$ cat config.mk
export PLATFORM = sky130hd
export DESIGN_NAME = board_input_ctrl
export DESIGN_NICKNAME = d
export VERILOG_FILES = /design/src/rtl/board_input_ctrl.sv
export SDC_FILE = /design/constraint.sdc
export NUM_CORES = 1
export LEC_CHECK = 0
export BUFFER_PORTS_ARGS = -buffer_cell sky130_fd_sc_hd__clkbuf_2
export CAP_MARGIN = 25
export CORE_MARGIN = 2
export CORE_UTILIZATION = 55
export CTS_CLUSTER_DIAMETER = 50
export DETAILED_ROUTE_END_ITERATION = 10
export PLACE_DENSITY = 0.84
export SLEW_MARGIN = 20
export SYNTH_ARGS = -nofsm -noshare
export SYNTH_HDL_FRONTEND = slang
export SYNTH_SLANG_ARGS = --single-unit
$ cat constraint.sdc
create_clock -name clk -period 3 [get_ports clk]
set_input_delay 0 -clock clk [delete_from_list [all_inputs] [get_ports clk]]
set_output_delay 0 -clock clk [all_outputs]
set_load 0.005 [all_outputs]
$ cat src/rtl/board_input_ctrl.sv
// Board input conditioner: synchronizes and debounces slide switches and push buttons,
// emits one-cycle press/release/change pulses and drives the display page selector.
module board_input_ctrl #(
    parameter int DEBOUNCE_CYCLES = 2000000,
    parameter int N_PAGES         = 6,
    parameter int SEL_BTN         = 6
) (
    input  logic        clk,
    input  logic        Rst_n,
    input  logic [1:32] sw_raw,
    input  logic [1:6]  swb_raw,
    output logic [1:32] sw_out,
    output logic        sw_changed,
    output logic [1:6]  btn_level,
    output logic [1:6]  btn_press,
    output logic [1:6]  btn_release,
    output logic [2:0]  page_sel,
    output logic        page_valid
);

    localparam int            CW        = $clog2(DEBOUNCE_CYCLES);
    localparam logic [CW-1:0] CNT_MAX   = CW'(DEBOUNCE_CYCLES - 1);
    localparam logic [2:0]    PAGE_LAST = 3'(N_PAGES - 1);

    typedef enum logic [1:0] {
        UP,
        UP_CHK,
        DOWN,
        DN_CHK
    } btn_state_t;

    logic [1:32]   sw_meta;
    logic [1:32]   sw_sync;
    logic [1:6]    btn_meta;
    logic [1:6]    btn_sync;
    logic [1:32]   cand;
    logic [CW-1:0] sw_cnt;

    always_ff @(posedge clk or negedge Rst_n) begin
        if (!Rst_n) begin
            sw_meta  <= '0;
            sw_sync  <= '0;
            btn_meta <= '0;
            btn_sync <= '0;
        end else begin
            sw_meta  <= sw_raw;
            sw_sync  <= sw_meta;
            btn_meta <= swb_raw;
            btn_sync <= btn_meta;
        end
    end

    // One counter for the whole switch vector: any bit moving restarts the stability window.
    always_ff @(posedge clk or negedge Rst_n) begin
        if (!Rst_n) begin
            cand       <= '0;
            sw_cnt     <= '0;
            sw_out     <= '0;
            sw_changed <= 1'b0;
        end else begin
            sw_changed <= 1'b0;
            if (sw_sync != cand) begin
                cand   <= sw_sync;
                sw_cnt <= '0;
            end else if (sw_cnt != CNT_MAX) begin
                sw_cnt <= sw_cnt + 1'b1;
            end else if (cand != sw_out) begin
                sw_out     <= cand;
                sw_changed <= 1'b1;
            end
        end
    end

    for (genvar i = 1; i <= 6; i++) begin : g_btn
        btn_state_t    state;
        logic [CW-1:0] cnt;
        logic          level_q;
        logic          press_q;
        logic          release_q;

        // A bounce on the qualifying cycle sends the FSM back before the count is honoured.
        always_ff @(posedge clk or negedge Rst_n) begin
            if (!Rst_n) begin
                state     <= UP;
                cnt       <= '0;
                level_q   <= 1'b0;
                press_q   <= 1'b0;
                release_q <= 1'b0;
            end else begin
                press_q   <= 1'b0;
                release_q <= 1'b0;
                case (state)
                    UP: begin
                        if (btn_sync[i]) begin
                            state <= UP_CHK;
                            cnt   <= '0;
                        end
                    end
                    UP_CHK: begin
                        if (!btn_sync[i]) begin
                            state <= UP;
                        end else if (cnt == CNT_MAX) begin
                            state   <= DOWN;
                            level_q <= 1'b1;
                            press_q <= 1'b1;
                        end else begin
                            cnt <= cnt + 1'b1;
                        end
                    end
                    DOWN: begin
                        if (!btn_sync[i]) begin
                            state <= DN_CHK;
                            cnt   <= '0;
                        end
                    end
                    DN_CHK: begin
                        if (btn_sync[i]) begin
                            state <= DOWN;
                        end else if (cnt == CNT_MAX) begin
                            state     <= UP;
                            level_q   <= 1'b0;
                            release_q <= 1'b1;
                        end else begin
                            cnt <= cnt + 1'b1;
                        end
                    end
                    default: state <= UP;
                endcase
            end
        end

        assign btn_level[i]   = level_q;
        assign btn_press[i]   = press_q;
        assign btn_release[i] = release_q;
    end

    always_ff @(posedge clk or negedge Rst_n) begin
        if (!Rst_n) begin
            page_sel <= '0;
        end else if (btn_press[SEL_BTN]) begin
            page_sel <= (page_sel == PAGE_LAST) ? 3'd0 : page_sel + 3'd1;
        end
    end

    // The last page is the blank test page.
    assign page_valid = (page_sel != PAGE_LAST);

endmodule
### After elaboration in Yosys (flattened, before gate mapping)

Cells that the tools add are included.

| word-level totals | value |
|---|---|
| flip-flop bits (word level) | 321 |
| input bits | 40 |
| output and inout bits | 55 |
| word-level logic and storage cells | 302 |

| cells by class | value |
|---|---|
| equal/unequal tests | 77 |
| reductions and logical operators | 32 |
| bitwise gates (word level) | 2 |
| mux-type cells | 144 |
| $add $sub $neg | 8 |

Operator list:

| operator | count |
|---|---|
| 21-bit 2-to-1 mux | 32 |
| 21-bit one-hot mux with 4 select lines | 6 |
| 21-bit by 1-bit adder with 21-bit output (second input constant) | 7 |
| 21-bit == test (second input constant) | 6 |
| 2-bit 2-to-1 mux | 36 |
| 2-bit inequality test (second input constant) | 36 |
| 32-bit inequality test | 2 |
| 1-bit 2-to-1 mux | 57 |
| 2-bit one-hot mux with 4 select lines | 6 |
| 4-bit AND reduction | 12 |
| 3-bit inequality test (second input constant) | 13 |
| 5-bit AND reduction | 6 |
| 2-bit == test (second input constant) | 12 |
| 21-bit inequality test (second input constant) | 1 |
| 2-bit nonzero test | 7 |
| 2-bit by 1-bit == test with 1-bit output (second input constant) | 6 |
| 2-bit logical NOT | 6 |
| 1-bit one-hot mux with 2 select lines | 6 |
| 3-bit by 1-bit adder with 3-bit output (second input constant) | 1 |
| 3-bit == test (second input constant) | 1 |
| 3-bit 2-to-1 mux | 1 |
| 3-bit AND reduction | 1 |
| 1-bit NOT | 2 |

### Logic depth before layout (Yosys ltp)

Gate-level depths: netlist of run 1.

| depth | value |
|---|---|
| word-level depth | 4 |
| mapped depth | 10 |
| depth with buffers taken out | 9 |

### Worst setup path before layout of run 1

Ideal clock, no wire load.

| timing | value |
|---|---|
| kind | register to register |
| from | reg cand[12] (netlist bit) |
| to | reg sw_out[22] (netlist bit) |
| period minus slack after synthesis | 2.126 ns |
| setup time | 0.125 ns |
| slack | 0.874 ns |
| data required time | 2.875 ns |
| path buffers | 1 |
| arrival time | 2.001 ns |
| stages on the path, launching flop included | 8 |
| cells stage by stage | dfrtp_1 > xnor2_1 > nand4_1 > nor4_1 > nand2_1 > nor4_4 > buf_6 > mux2_2 |

| between the ends | value |
|---|---|
| word-level cells in the longest chain between the ends | 3 |
| elaborated cells on any way between the ends | 4 |
| those cells by class | 2 x eq/ne; 1 x bitwise; 1 x reduce/logical |

Ends and longest elaborated chain:

| what | line | RTL |
|---|---|---|
| start: declaration | 36 | `logic [1:32] cand;` |
| start signal: assignment | 63 | `cand <= sw_sync;` |
| 32-bit inequality test | 62 | `if (sw_sync != cand) begin` |
| 1-bit NOT (no source line) | - |  |
| 3-bit AND reduction (no source line) * | - |  |
| end signal: assignment | 68 | `sw_out <= cand;` |
| end: declaration | 12 | `output logic [1:32] sw_out,` |

Every way passes the cells marked *; elsewhere a longest branch is shown, timed or not.
A chain may end at the register's enable or synchronous reset.

### Worst setup path after layout of run 1

| timing | value |
|---|---|
| from | reg cand[27] (netlist bit) |
| to | reg sw_out[17] (netlist bit) |

Same word-level chain as after synthesis.

==> results of run 1 <==
## cells in the mapped netlist (2+ instances only)
| cell | number |
|---|---|
| buf_2 | 9 |
| nor4b_1 | 9 |
| nand2_1 | 98 |
| o22ai_1 | 5 |
| or3_1 | 6 |
| buf_6 | 3 |
| mux2_2 | 37 |
| nor4_1 | 28 |
| buf_4 | 19 |
| and4b_1 | 4 |
| clkbuf_1 | 52 |
| a22o_1 | 23 |
| or4_1 | 7 |
| nand4_1 | 47 |
| nor3_1 | 36 |
| and2_1 | 4 |
| a21oi_1 | 17 |
| inv_2 | 2 |
| buf_1 | 2 |
| and3b_1 | 2 |
| and3_1 | 25 |
| a31oi_1 | 7 |
| mux2i_1 | 14 |
| ha_1 | 7 |
| xor2_1 | 87 |
| nor2b_1 | 3 |
| or2_2 | 7 |
| dfrtp_1 | 321 |
| o21bai_1 | 2 |
| nand4b_1 | 4 |
| o31ai_1 | 7 |
| o21ai_0 | 64 |
| nor2_1 | 133 |
| a21o_1 | 5 |
| and4_1 | 7 |
| nand3_1 | 70 |
| nor3b_1 | 7 |
| nand2b_1 | 8 |
| xnor2_1 | 63 |
| inv_1 | 29 |
| or3_4 | 2 |
## sequential cells by signal, indices dropped and copies added (netlist names), 6 cells and up, named ones only
| name | cells |
|---|---|
| g_btn.cnt | 126 |
| cand | 32 |
| sw_meta | 32 |
| sw_out | 32 |
| sw_sync | 32 |
| sw_cnt | 21 |
| btn_meta | 6 |
| btn_sync | 6 |
| g_btn.level_q | 6 |
| g_btn.press_q | 6 |
| g_btn.release_q | 6 |
| g_btn.state | 6 |
## cell usage in the layout (no fill, tap or decap), types with 4 or more instances in the layout
master         Yosys  layout
and2_1             4       4
clkbuf_1          52       8
nor3b_1            7       7
o21ai_0           64      62
nand4_1           47      47
nand3_1           70      70
o22ai_1            5       5
bufinv_16          0       7
xor2_1            87      87
buf_4             19      14
or3_1              6       6
inv_1             29      29
clkbuf_8           0       5
ha_1               7       7
a31oi_1            7       6
nand4b_1           4       4
dlygate4sd3_1      0      39
a22o_1            23      23
clkbuf_2           0      93
clkinv_2           0       4
a21o_1             5       5
and4b_1            4       4
nor4_1            28      28
nor2_1           133     133
clkbuf_16          0      36
nor4b_1            9       9
nand2_1           98      98
nor3_1            36      36
nand2b_1           8       8
or4_1              7       7
mux2_2            37      37
or2_2              7       7
xnor2_1           63      63
a21oi_1           17      17
dfrtp_1          321     321
and3_1            25      25
and4_1             7       7
o31ai_1            7       7
mux2i_1           14      14
## kinds of logic (layout without fill, tap and decap cells)
kind of cell / after synthesis / count (layout) / share of synthesized area (%)
and+or+nand+nor: 515 / 515 / 18.8
muxes: 52 / 52 / 4.03
other: 0 / 1 / 0
DFF: 321 / 321 / 57.0
xor gates and xnor gates: 150 / 150 / 9.33
AOI/OAI and AO/OA: 142 / 142 / 6.33
adders and majority gates: 7 / 7 / 0.622
buffers and inverters: 116 / 244 / 3.84
## worst paths after layout
path | to | slack [ps] | cells after the start
worst max-delay path | sw_out[17]$_DFFE_PN0P_ | 420 | 7
max in group asynchronous | g_btn[6].cnt[0]$_DFFE_PN0P_ | 2020 | 3
worst min register to register | btn_sync[6]$_DFF_PN0_ | 350 | 0
worst max register to register | sw_out[17]$_DFFE_PN0P_ | 420 | 7
worst min-delay path | sw_out[2]$_DFFE_PN0P_ | 7 | 2
min in group clk | sw_meta[20]$_DFF_PN0_ | 120 | 2
## worst max-delay path: stages, from the launching register on
cell     delay (ps)
dfrtp_1         440
xnor2_1         240
nand4_1         170
nor4_1          380
nand2_1         170
nor4_4          310
buf_4           360
mux2_2          390
## per-layer routing
metal  vias up  share of wire, %  GRT usage, %
met3        56               4.3          3.96
li1       4703                 -             -
met5         -                 0             0
met2       258                51          40.6
met4         0               2.3          7.30
met1      4988                42          30.4
## repair_timing
action / CTS / global route
hold endpoints to repair: 286 / 0
gates resized for setup: 0 / 0
hold buffers: 39 / 0
## layout make-up
| cell class | count | area [um2] | share of cell area (%) |
|---|---|---|---|
| Sequential cell | 321 | 8030 | 49.0 |
| Tap cell | 330 | 413 | 2.52 |
| Timing Repair Buffer | 149 | 1020 | 6.20 |
| Inverter | 31 | 116 | 0.710 |
| Clock inverter | 15 | 284 | 1.73 |
| Antenna cell | 1 | 2.50 | 0.0153 |
| Clock buffer | 49 | 1000 | 6.10 |
| Multi-Input combinational cell | 866 | 5520 | 33.7 |
## metrics by stage
step / instances / worst slack [ps] / instance area, um2
final: 1762 / 423 / 16400
after global routing: 1762 / 371 / 16400
after CTS: 1761 / 480 / 16400
after detailed placement: 1658 / 536 / 14700
after global placement: 1658 / 662 / 14700
after floorplan: 1303 / 874 / 14100
## where the power goes
part	total (mW)	internal, mW	switching (mW)
registers	4.62	4.46	0.152
clock network	4.73	2.96	1.76
logic	0.433	0.184	0.250
total	9.78	7.61	2.17
==> results.sh, run 1 <==
export IMPL_grt_usage_pct=23.5
export IMPL_clkSlewWorstSetupHoldPaths_ps=60
export IMPL_setup_tns_ps=0
export IMPL_core_area_mm2=0.0252
export IMPL_status="complete, no violations"
export IMPL_ys_types=62
export IMPL_num_fill_cells=1807
export IMPL_fin_skew_ps=25.3
export IMPL_fin_hold_ws_ps=7.09
export IMPL_worst_ep_arrival_time_ps=2980
export IMPL_cts_buffers=36
export IMPL_antenna_found_initial=1
export IMPL_wirelength_um=30400
export IMPL_finalHoldViolations=0
export IMPL_grt_overflow_total=0
export IMPL_viasPerCell=5.68
export IMPL_synthArstFlopShare_pct=100
export IMPL_mappedNetlistArea_mm2=0.0141
export IMPL_ys_seq_elements=321
export IMPL_die_height_um=164
export IMPL_fin_crit_sh_pct=85.9
export IMPL_required_ps=3400
export IMPL_maxCapViolCount=0
export IMPL_timing_rr_start="cand[27]$_DFFE_PN0N_"
export IMPL_synth_top_area_share_pct=57.0
export IMPL_p_leak_nw=7.45
export IMPL_drive_gt1_share_pct=15.3
export IMPL_cts_root_buf="clkbuf_16"
export IMPL_cts_tree="built"
export IMPL_antenna_left=0
export IMPL_finalPower_mw=9.78
export IMPL_tightest_slew_ps=899
export IMPL_num_rows=58
export IMPL_fin_nets=1452
export IMPL_min_period_ps=2580
export IMPL_setup_violations=0
export IMPL_hp_class="in2async"
export IMPL_portBuffers=94
export IMPL_cts_sinks=321
export IMPL_fp_dieW_um=164
export IMPL_htreeDepth=2
export IMPL_syn_nets=1350
export IMPL_path_class="reg2reg"
export IMPL_ys_warn_count=0
export IMPL_ir_drop_v=0.000517
export IMPL_path_max_fanout=23
export IMPL_clk_path_buf_depth=3
export IMPL_cts_setup_buffers=0
export IMPL_num_io_pins=95
export IMPL_synth_top_area_cell="dfrtp_1"
export IMPL_fmax_ghz=0.388
export IMPL_synth_edf_count=0
export IMPL_synth_avg_cell_area_um2=10.8
export IMPL_drc=0
export IMPL_drtIter0Drc=716
export IMPL_grt_pass1_wl_um=51200
export IMPL_startpoint="cand[27]$_DFFE_PN0N_"
export IMPL_wl_per_cell_um=17.2
export IMPL_dp_hpwl_um=18900
export IMPL_slew_headroom_pct=39.8
export IMPL_syn_inst=1303
export IMPL_yosys_most_used_dff="dfrtp_1"
export IMPL_die_area_mm2=0.0269
export IMPL_initial_utilization_pct=55.9
export IMPL_drtPass1Iterations=6
export IMPL_end_kind="register"
export IMPL_rsz0062_at_grt="false"
export IMPL_grt_start_max_net_pins=105
export IMPL_utilization_pct=65.1
export IMPL_num_vias=10005
export IMPL_grt_pass1_vias=10161
export IMPL_ys_top_cells_by_area="dfrtp_1 57%, xor2_1 5.4%, xnor2_1 3.9%, nor2_1 3.5%, mux2_2 3.0%"
export IMPL_start_kind="register"
export IMPL_syn_to_final_growth_pct=16.3
export IMPL_finalMaxSlewViolations=0
export IMPL_place_congestion=0.836
export IMPL_ys_seq_area_share_pct=57.0
export IMPL_clkLatencyLatePin_ps=530
export IMPL_power_density_mw_per_mm2=597
No activity file was read; power rests on OpenSTA's default activity.
==> run 2, diff against run 1 <==
Settings changed: CORE_UTILIZATION 55 to 60, PLACE_DENSITY 0.84 to 0.89.
==> run 2 against run 1 <==
  * Sequential share of layout area rose by 0.24 points
  * Critical endpoint is now sw_out[24]$_DFFE_PN0P_
  * Power decreased by 3.4%
  * Clock power shrank 7.0%
  * Worst setup slack worse by 19 ps
  * Non-clock buffer count is 4 higher
  * Utilization grew 5.0 points
  * Hold slack better by 100 ps
  * Critical path type unchanged
==> results.sh, run 2 (synthesis results as in run 1) <==
export IMPL_finalMaxSlewViolations=0
export IMPL_antenna_cells=0
export IMPL_cts_tree="built"
export IMPL_initial_utilization_pct=60.5
export IMPL_cts_resized_gates=0
export IMPL_place_congestion=0.874
export IMPL_drive_gt1_share_pct=15.3
export IMPL_syn_to_final_growth_pct=15.8
export IMPL_antenna_left=0
export IMPL_p_leak_nw=7.41
export IMPL_num_vias=10149
export IMPL_final_common_cell="dfrtp_1"
export IMPL_rsz0062_at_grt="false"
export IMPL_finalHoldViolations=0
export IMPL_fp_dieW_um=157
export IMPL_antenna_found_initial=0
export IMPL_maxCapViolCount=0
export IMPL_cts_root_buf="clkbuf_16"
export IMPL_htreeDepth=2
export IMPL_drtIter0Drc=815
export IMPL_final_cell_area_mm2=0.0163
export IMPL_path_max_fanout=22
export IMPL_hp_class="in2reg"
export IMPL_start_kind="register"
export IMPL_cts_buffers=35
export IMPL_portBuffers=94
export IMPL_tightest_slew_ps=988
export IMPL_clkLatencyLatePin_ps=530
export IMPL_viasPerCell=5.80
export IMPL_wirelength_um=29800
export IMPL_fmax_ghz=0.385
export IMPL_slew_headroom_pct=33.9
export IMPL_drtPass1Iterations=5
export IMPL_worstPathCellList="xnor2_1 -> nand4_1 -> nor4_1 -> nand2_1 -> nor4_4 -> buf_4 -> mux2_2"
export IMPL_grt_overflow_total=0
export IMPL_num_rows=56
export IMPL_slowest_stage="dfrtp_1"
export IMPL_wl_per_cell_um=17.0
export IMPL_fin_skew_ps=38.7
export IMPL_drc=0
export IMPL_min_period_ps=2600
export IMPL_cts_setup_buffers=0
export IMPL_num_io_pins=95
export IMPL_cp_top_family="simple AND/OR/NAND/NOR gates"
export IMPL_fin_hold_ws_ps=111
export IMPL_setup_tns_ps=0
export IMPL_end_kind="register"
export IMPL_clkSlewWorstSetupHoldPaths_ps=70
export IMPL_cts_sinks=321
export IMPL_fin_nets=1455
export IMPL_status="complete, no violations"
export IMPL_fin_crit_sh_pct=86.6
export IMPL_place_inst=1651
export IMPL_die_height_um=157
export IMPL_placed_area_mm2=0.0147
export IMPL_clk_path_buf_depth=3
export IMPL_slowest_delay_ps=410
export IMPL_grt_start_max_net_pins=118
export IMPL_grt_pass1_vias=10270
export IMPL_power_density_mw_per_mm2=580
export IMPL_required_ps=3410
export IMPL_instances_no_fill=1751
export IMPL_crit_buf_inv=1
export IMPL_dpl_worst_slack_ps=491
export IMPL_dp_hpwl_um=18900
export IMPL_rrSetupSlack_ps=400
export IMPL_fin_ws_ps=403
export IMPL_path_class="reg2reg"
export IMPL_largest_reg_flops=126
export IMPL_final_cell_mix="321 x dfrtp_1, 133 x nor2_1, 98 x nand2_1"
export IMPL_grt_pass1_wl_um=50200
export IMPL_core_area_mm2=0.0233
export IMPL_ir_drop_v=0.000456
export IMPL_grt_usage_pct=25.0
export IMPL_die_area_mm2=0.0247
export IMPL_largest_register="g_btn.cnt"
export IMPL_worst_ep_arrival_time_ps=3010
export IMPL_num_fill_cells=1534
export IMPL_setup_violations=0
==> run 2: final timing paths <==
| path | end | startpoint | cells after the start |
|---|---|---|---|
| min in group asynchronous | sw_out[15]$_DFFE_PN0P_ | Rst_n | 2 |
| hold / removal | sw_meta[20]$_DFF_PN0_ | sw_raw[20] | 2 |
| setup reg to reg | sw_out[24]$_DFFE_PN0P_ | sw_sync[31]$_DFF_PN0_ | 7 |
| hold reg to reg | btn_sync[6]$_DFF_PN0_ | btn_meta[6]$_DFF_PN0_ | 0 |
| max in group asynchronous | page_sel[1]$_DFFE_PN0P_ | Rst_n | 3 |
| setup / recovery | sw_out[24]$_DFFE_PN0P_ | sw_sync[31]$_DFF_PN0_ | 7 |
==> run 2: final cells by class <==
cell class	instances	area, um2	share of cell area (%)
sequential	321	8030	49.3
clock buffer	45	923	5.66
timing repair buffer	153	1060	6.49
clock inverter	16	258	1.58
tap	319	399	2.45
multi-input combinational	866	5510	33.8
inverter	31	116	0.714
==> run 2: per-layer routing <==
| metal | global-route usage (%) | wire length (um) |
|---|---|---|
| met3 | 3.88 | 1360 |
| met5 | 0 | 0 |
| met1 | 32.8 | 12500 |
| met4 | 9.39 | 935 |
| met2 | 42.4 | 15000 |
==> run 2: what timing repair did <==
action                     CTS  global route
setup endpoints to repair    0             0
hold endpoints to repair   148             0
hold buffers                39             0
==> run 2: power by group <==
| part | internal [mW] | leakage (nW) | switching [mW] |
|---|---|---|---|
| Sequential | 4.46 | 4.21 | 0.147 |
| Clock | 2.64 | 0.564 | 1.75 |
| Combinational | 0.188 | 2.64 | 0.253 |
| Total | 7.30 | 7.41 | 2.15 |
==> run 2: stage by stage <==
step / power, mW / util, %
final: 9.45 / 70.1
after floorplan: 4.87 / -
after global placement: 5.05 / 63.3
after CTS: 9.51 / 70.1
after global routing: 9.79 / 70.1
after detailed placement: 5.08 / 63.3
